## config.mk

```make
export PLATFORM = sky130hd
export DESIGN_NAME = q3_tagged_demux_rx
export DESIGN_NICKNAME = d
export VERILOG_FILES = /design/src/rtl/q3_tagged_demux_rx.sv
export SDC_FILE = /design/constraint.sdc
export NUM_CORES = 1
export LEC_CHECK = 0
export CORE_ASPECT_RATIO = 0.5
export CORE_MARGIN = 3
export CORE_UTILIZATION = 56
export DETAILED_ROUTE_END_ITERATION = 10
export PLACE_DENSITY_LB_ADDON = 0.05
export SLEW_MARGIN = 20
export SYNTH_ARGS = -nofsm -noshare
export SYNTH_HDL_FRONTEND = slang
export SYNTH_SLANG_ARGS = --single-unit
```

## constraint.sdc

```tcl
create_clock -name clk -period 2.6 [get_ports clk]
set_input_delay 0.52 -clock clk [delete_from_list [all_inputs] [get_ports clk]]
set_output_delay 0.52 -clock clk [all_outputs]
set_load 0.1 [all_outputs]
```

## src/rtl/q3_tagged_demux_rx.sv

```systemverilog
// Receive side of the tagged-word link: checks the marker bit and steers each payload
// into one of two first-word-fall-through channel FIFOs with per-channel overflow flags.

module q3_tagged_demux_fifo #(
    parameter int DATA_W = 7,
    parameter int DEPTH  = 4,
    parameter int LVL_W  = 3
) (
    input  logic              clk,
    input  logic              rst_n,
    input  logic              push,
    input  logic [DATA_W-1:0] push_data,
    input  logic              pop_req,
    output logic [DATA_W-1:0] data,
    output logic              valid,
    output logic [LVL_W-1:0]  level,
    output logic              drop
);
    localparam int PTR_W = $clog2(DEPTH);

    logic [DATA_W-1:0] mem_r [DEPTH];
    logic [PTR_W-1:0]  rd_ptr_r;
    logic [PTR_W-1:0]  wr_ptr_r;
    logic [LVL_W-1:0]  level_r;
    logic [DATA_W-1:0] data_r;

    logic              empty_s;
    logic              full_s;
    logic              pop_s;
    logic              push_ok_s;
    logic              drop_s;
    logic [PTR_W-1:0]  rd_inc_s;
    logic [LVL_W-1:0]  level_nxt_s;
    logic [DATA_W-1:0] data_nxt_s;

    // Handshake qualification, occupancy update and next head-of-queue value.
    always_comb begin
        empty_s     = (level_r == LVL_W'(0));
        full_s      = (level_r == LVL_W'(DEPTH));
        pop_s       = pop_req && !empty_s;
        // A pop on a full FIFO frees the slot the same-edge push lands in.
        push_ok_s   = push && (!full_s || pop_s);
        drop_s      = push && full_s && !pop_s;
        rd_inc_s    = rd_ptr_r + PTR_W'(1);
        level_nxt_s = level_r + LVL_W'(push_ok_s) - LVL_W'(pop_s);
        data_nxt_s  = data_r;
        if (pop_s) begin
            if (level_r > LVL_W'(1)) begin
                data_nxt_s = mem_r[rd_inc_s];
            end else if (push_ok_s) begin
                data_nxt_s = push_data;
            end else begin
                data_nxt_s = data_r;
            end
        end else if (empty_s && push_ok_s) begin
            data_nxt_s = push_data;
        end else begin
            data_nxt_s = data_r;
        end
    end

    // Pointer, level and registered head-data state; head holds its value when empty.
    always_ff @(posedge clk or negedge rst_n) begin
        if (!rst_n) begin
            rd_ptr_r <= PTR_W'(0);
            wr_ptr_r <= PTR_W'(0);
            level_r  <= LVL_W'(0);
            data_r   <= DATA_W'(0);
        end else begin
            if (pop_s) begin
                rd_ptr_r <= rd_inc_s;
            end
            if (push_ok_s) begin
                wr_ptr_r <= wr_ptr_r + PTR_W'(1);
            end
            level_r <= level_nxt_s;
            data_r  <= data_nxt_s;
        end
    end

    // Storage array; only entries between the pointers are ever read.
    always_ff @(posedge clk) begin
        if (push_ok_s) begin
            mem_r[wr_ptr_r] <= push_data;
        end
    end

    assign data  = data_r;
    assign valid = !empty_s;
    assign level = level_r;
    assign drop  = drop_s;
endmodule

module q3_tagged_demux_rx #(
    parameter int DATA_W = 7,
    parameter int DEPTH  = 4,
    parameter int ERR_W  = 8
) (
    input  logic                       clk,
    input  logic                       rst_n,
    input  logic                       in_valid,
    input  logic [DATA_W:0]            in_word,
    input  logic                       in_sel,
    input  logic                       clr,
    output logic [DATA_W-1:0]          a_data,
    output logic                       a_valid,
    input  logic                       a_ready,
    output logic [DATA_W-1:0]          b_data,
    output logic                       b_valid,
    input  logic                       b_ready,
    output logic [$clog2(DEPTH):0]     a_level,
    output logic [$clog2(DEPTH):0]     b_level,
    output logic [ERR_W-1:0]           err_cnt,
    output logic                       ovf_a,
    output logic                       ovf_b
);
    localparam int LVL_W = $clog2(DEPTH) + 1;

    function automatic logic [ERR_W-1:0] sat_inc(input logic [ERR_W-1:0] v);
        return (&v) ? v : v + ERR_W'(1);
    endfunction

    logic              marker_ok_s;
    logic              bad_s;
    logic              push_a_s;
    logic              push_b_s;
    logic              drop_a_s;
    logic              drop_b_s;
    logic [ERR_W-1:0]  err_cnt_r;
    logic              ovf_a_r;
    logic              ovf_b_r;

    // Marker check and channel steering of qualified words.
    always_comb begin
        marker_ok_s = in_word[DATA_W];
        bad_s       = in_valid && !marker_ok_s;
        push_a_s    = in_valid && marker_ok_s && !in_sel;
        push_b_s    = in_valid && marker_ok_s && in_sel;
    end

    q3_tagged_demux_fifo #(.DATA_W(DATA_W), .DEPTH(DEPTH), .LVL_W(LVL_W)) u_fifo_a (
        .clk       (clk),
        .rst_n     (rst_n),
        .push      (push_a_s),
        .push_data (in_word[DATA_W-1:0]),
        .pop_req   (a_ready),
        .data      (a_data),
        .valid     (a_valid),
        .level     (a_level),
        .drop      (drop_a_s)
    );

    q3_tagged_demux_fifo #(.DATA_W(DATA_W), .DEPTH(DEPTH), .LVL_W(LVL_W)) u_fifo_b (
        .clk       (clk),
        .rst_n     (rst_n),
        .push      (push_b_s),
        .push_data (in_word[DATA_W-1:0]),
        .pop_req   (b_ready),
        .data      (b_data),
        .valid     (b_valid),
        .level     (b_level),
        .drop      (drop_b_s)
    );

    // Saturating error counter and sticky overflow flags; clr wins over any same-edge event.
    always_ff @(posedge clk or negedge rst_n) begin
        if (!rst_n) begin
            err_cnt_r <= ERR_W'(0);
            ovf_a_r   <= 1'b0;
            ovf_b_r   <= 1'b0;
        end else if (clr) begin
            err_cnt_r <= ERR_W'(0);
            ovf_a_r   <= 1'b0;
            ovf_b_r   <= 1'b0;
        end else begin
            if (bad_s) begin
                err_cnt_r <= sat_inc(err_cnt_r);
            end
            if (drop_a_s) begin
                ovf_a_r <= 1'b1;
            end
            if (drop_b_s) begin
                ovf_b_r <= 1'b1;
            end
        end
    end

    assign err_cnt = err_cnt_r;
    assign ovf_a   = ovf_a_r;
    assign ovf_b   = ovf_b_r;
endmodule

```

# [After elaboration in Yosys (flattened, before gate mapping)]
# Memory sizes are Yosys's and may differ from the RTL's.
# Cells that the tools add are included.
[word_totals] register_bits=38 ram_bits=56 mem_count=2 output_inout_bits=32
[op_classes] eq_ne=5 mux=19 n_lt_le_gt_ge=2 n_reduce_logical=35 n_addsub=9
[memory_table] memory="u_fifo_a.mem_r" depth=4 width=7 read_ports=1 rd_clocked_by_memory_dff=0 wr=1 line_no="21" source="logic [DATA_W-1:0] mem_r [DEPTH];"
[memory_table] memory="u_fifo_b.mem_r" depth=4 width=7 read_ports=1 rd_clocked_by_memory_dff=0 wr=1 line_no="21"
[op_table] operator="two-way mux 7 bit" n=8
[op_table] operator="two-way mux 8 bit" n=3
[op_table] operator="logical AND 1 bit" n=14
[op_table] operator="nonzero test 2 bit" n=5
[op_table] operator="adder 2 x 1 -> 2 bit (second input constant)" n=4
[op_table] operator="adder 8 x 1 -> 8 bit (second input constant)" n=1
[op_table] operator="zero test 1 bit" n=8
[op_table] operator="two-way mux 1 bit" n=8
[op_table] operator="AND reduction 8 bit" n=1
[op_table] operator="adder 3 x 1 -> 3 bit" n=2
[op_table] operator="equality test 3 bit (second input constant)" n=2
[op_table] operator="greater-than comparator 3 x 1 -> 1 bit (second input constant)" n=2
[op_table] operator="zero test 3 bit" n=2
[op_table] operator="inequality test 3 bit (second input constant)" n=2
[op_table] operator="AND reduction 2 bit" n=3
[op_table] operator="subtractor 3 x 1 -> 3 bit" n=2
[op_table] operator="logical OR 1 bit" n=2
[op_table] operator="inequality test 2 bit (second input constant)" n=1

# [Depth between registers and ports, before layout]
[depth] ltp_word=8 mapped_depth=8 mapped_depth_nobuf=8

# [Modules after synthesis]
# Synthesis repeated with hierarchy kept, for this count alone.
[unflattened] cells_unflattened=267 area_unflattened_um2=4304.1
[modules_own_cells] module="q3_tagged_demux_fifo" instances=2 cells_per_inst=105 area_per_inst_um2=1854.3
[modules_own_cells] module="q3_tagged_demux_rx" instances=1 cells_per_inst=57 area_per_inst_um2=595.6

# [Worst setup path after synthesis]
# No wires, ideal clock.
[synth_timing] kind="register -> register" start="register u_fifo_a.level_r[1], in the netlist u_fifo_a.level[1]" end="register u_fifo_a.level_r[2], in the netlist u_fifo_a.level[2]" arrival_ns=3.089 stages_incl_launch_ff=9 slack_ns=-0.611 period_less_slack_ns=3.211 path_cell_list="dfrtp_1 -> or3_1 -> and2_1 -> ha_1 -> inv_1 -> ha_1 -> inv_1 -> fa_1 -> xor2_1"
[synth_between] elab_chain_len=7
[synth_lines] element="from (decl)" line_no="24" source="logic [LVL_W-1:0] level_r;"
[synth_lines] element="from (signal assigned)" line_no="76" source="level_r <= level_nxt_s;"
[synth_lines] element="zero test 3 bit (*)" line_no="38" source="empty_s = (level_r == LVL_W'(0));"
[synth_lines] element="zero test 1 bit (*)"
[synth_lines] element="via a_valid" line_no="106" source="output logic a_valid,"
[synth_lines] element="logical AND 1 bit (*)" line_no="40" source="pop_s = pop_req && !empty_s;"
[synth_lines] element="via u_fifo_a.pop_s" line_no="29" source="logic pop_s;"
[synth_lines] element="logical OR 1 bit" line_no="42" source="push_ok_s = push && (!full_s || pop_s);"
[synth_lines] element="logical AND 1 bit" line_no="42"
[synth_lines] element="adder 3 x 1 -> 3 bit" line_no="45" source="level_nxt_s = level_r + LVL_W'(push_ok_s) - LVL_W'(pop_s);"
[synth_lines] element="subtractor 3 x 1 -> 3 bit (*)" line_no="45"
[synth_lines] element="via u_fifo_a.level_nxt_s[2]" line_no="33" source="logic [LVL_W-1:0] level_nxt_s;"
# The timed path passes the listed nets; every way through them passes the cells marked *.
# A chain may end at the register's enable or synchronous reset.

# [Worst setup path in the final report]
[layout_timing] start="register u_fifo_a.level_r[1], in the netlist u_fifo_a.level[1]" end="register u_fifo_a.level_r[2], in the netlist u_fifo_a.level[2]"
[layout_between] elab_chain_len=7
[layout_lines] element="zero test 3 bit (*)" line_no="38"
[layout_lines] element="zero test 1 bit (*)" line_no="40"
[layout_lines] element="logical AND 1 bit (*)" line_no="40"
[layout_lines] element="via u_fifo_a.pop_s" line_no="29"
[layout_lines] element="logical OR 1 bit" line_no="42"
[layout_lines] element="logical AND 1 bit" line_no="42"
[layout_lines] element="adder 3 x 1 -> 3 bit" line_no="45"
[layout_lines] element="subtractor 3 x 1 -> 3 bit (*)" line_no="45"
[layout_lines] element="via u_fifo_a.level_nxt_s[2]" line_no="33"
# Marks and branches as above.

==> metrics <==
status=finished, final reports clean; most common cell after layout, fill and taps aside=edfxtp_1; number of flops mapped to enable cells by yosys=56; max_cap viols=0; Max-slew headroom=0.394; initial antenna violation count=0; Hold WC Path Type=in -> async; Cell Area, Synth=4110 sq um; critical-path cell list=or3_4, and2_1, ha_1, inv_1, ha_1, inv_1, fa_1, xor2_1; commonest cells after routing, fill and taps aside=edfxtp_1 (56), buf_4 (34), dfrtp_1 (32), inv_1 (17), ha_1 (17); FMAX=~0.44 GHz; FF+latch count, synth=94; synth-to-layout area growth=18.3%; Setup WS pre-CTS=0.163 ns; worst-margin pin slew=0.909 ns; fin crit period=2.26 ns; CTS tree=built; Mapped Cells=around 260; largest net degree at the start of global routing=39; TritonCTS Buffers=9; worst r2r src=u_fifo_a.level[1]$_DFF_PN0_; DR vias/cell=5.73; XOR/XNOR Fraction of Synth Area=0.0320; Sink Count=94; 1st-iter DRT viols=between 100 and 150; antenna cells=0; synth unique cells=39; DP HPWL=around 5.2 mm; Final Hold Viols=0; die area=roughly 8500 sq um; first-pass GRT wire length=12.3 mm; syn_nets=295; simple-gate area share of the yosys netlist=0.0944; GRT overflow=0; Die Y=roughly 67 um; Clock Skew=0.00739 ns; Critical Path End Type=flop; Syn. warnings=0; FP Rows=21; Post-synth ARST share=0.404; clock latency on the worst-skew pair=0.34 ns; M1 wire length=3.62 mm; Initial Util=0.597; Setup-failing EPs final=0; R2R setup slack=~0.34 ns; mux share of post-synthesis cell area=0.0846; Detailed Routing Iterations Pass 1=4; CP max FO=5; RSZ-0062 raised after global routing=no; Final ANT Viol Nets=0; Power Density=around 1200 nW/um^2; P_leak=roughly 2.0 nW; top_reg_cell synth=edfxtp_1; number of global-route vias before repair=2278; vias post-DR=2337; core area=6880 sq um; layout cells sized above 1=0.275; Reg2Reg Depth=8; post-cts sizing count=0; CTS clk-pin slew, worst paths=0.07 ns; largest family of logic cells by synthesized area=simple AND/OR/NAND/NOR gates; peak supply drop=1.16 mV; Worst Setup Start Kind=flop; overall power=just over 6 mW; CP Class=reg -> reg; crit-path max cell delay=0.44 ns; Compound-Gate Fraction of Synth Area=0.0572; Placed Cells=about 400; Ports=47; PortBufs=46; setup bufs post-CTS=0; CP max-delay cell=dfrtp_2; non-filler cells, final=408; crit path DAT=2.48 ns; Slew Limit Fails=0; post-synthesis adder-cell area fraction=0.0615; syn_area_per_cell=roughly 16 sq um; Worst Path Required=2.82 ns; residual DRC count=0; Routed met2 length=3.26 mm; H-tree levels=3; Top Layer Used=met4; Total GRT Usage=0.199; DIE WIDTH=127 um; worst reg2reg path endpoint=u_fifo_a.level[2]$_DFF_PN0_; length of routed met3 wiring=576 um; Final Worst Setup Slack=0.339 ns; # hold bufs at CTS=0; period utilisation layout=0.870; clk buf depth=2; final-stage net count=approximately 350; register area share after synthesis=0.640; crit path from=u_fifo_a.level[1]$_DFF_PN0_; RD Place Congestion=0.881; per-cell routed wire length=18.5 um; clk root buf=clkbuf_16; overall routed net length=7.56 mm
-- area by class of cell --
cell class              count  area [sq um]
clock buffers              11           243
clock inverters             5          42.5
fillers                   468          2020
inverters                  19          71.3
multi-input cells         139          1360
flip-flops and latches     94          2640
well taps                  92           115
repair buffers             48           390
-- power by group --
| group | switching, mW | internal, mW | total [mW] |
|---|---|---|---|
| combinational | 1.77 | 0.850 | 2.62 |
| clock | 0.552 | 0.683 | 1.23 |
| sequential | 0.312 | 1.88 | 2.19 |
-- state kept, by name (all words and copies together), names as in the netlist --
register	count
err_cnt	8
ovf_a	1
ovf_b	1
u_fifo_a.data	7
u_fifo_a.level	3
u_fifo_a.mem_r	28
u_fifo_a.rd_ptr_r	2
u_fifo_a.wr_ptr_r	2
u_fifo_b.data	7
u_fifo_b.level	3
u_fifo_b.mem_r	28
u_fifo_b.rd_ptr_r	2
u_fifo_b.wr_ptr_r	2
-- synthesized netlist by cell type, types with 6 or more instances --
cell type  count  area (sq um)
ha_1          17           213
inv_1         17          63.8
a221o_1       16           160
dfrtp_1       38           951
and2b_4        7          70.1
nand2_1        6          22.5
mux4_2        14           315
and2b_1        7          52.6
xnor2_1        7          61.3
xor2_1         8          70.1
and2_1        10          62.6
edfxtp_1      56          1680
nor2_1        13          48.8
-- logic make-up (layout without fill, tap and decap cells) --
logic type	Yosys count	count (layout)
AO/OA/AOI/OAI	26	26
flip-flops	94	94
multiplexers	17	17
AND/OR/NAND/NOR	62	62
adder cells (fa/ha/maj)	19	19
buffers and inverters	28	83
XOR/XNOR	15	15
-- routing by layer --
metal,GRT usage,vias up
li1,-,1063
met1,0.274,1178
met2,0.300,88
met3,0.0713,8
met4,0.0642,0
met5,0,-
-- worst max-delay path: cells and delay by family (launching register included) --
| family | cells | cell delay (ns) |
|---|---|---|
| xor gates and xnor gates | 1 | 0.18 |
| DFF | 1 | 0.44 |
| and+or+nand+nor | 2 | 0.61 |
| buffers and inverters | 2 | 0.11 |
| adders and majority gates | 3 | 0.80 |
-- metrics by stage --
stage                     instance area [sq um]  utilization  setup TNS (ns)  hold WS [ns]
after global placement                     4580        0.665               0         0.494
after detailed placement                   4580        0.665               0         0.503
after global routing                       4860        0.706               0         0.368
after floorplan                            4120            -        -0.00543         0.224
final                                      4860        0.706               0         0.306
after CTS                                  4860        0.706               0         0.330
-- worst max path at each step --
stage	to
final	u_fifo_a.level[2]$_DFF_PN0_
after global routing	u_fifo_a.level[2]$_DFF_PN0_
after CTS	u_fifo_a.level[2]$_DFF_PN0_
after detailed placement	u_fifo_a.level[1]$_DFF_PN0_
after global placement	u_fifo_b.level[2]$_DFF_PN0_
after floorplan	u_fifo_a.level[2]$_DFF_PN0_
(Power assumes the default switching activity.)
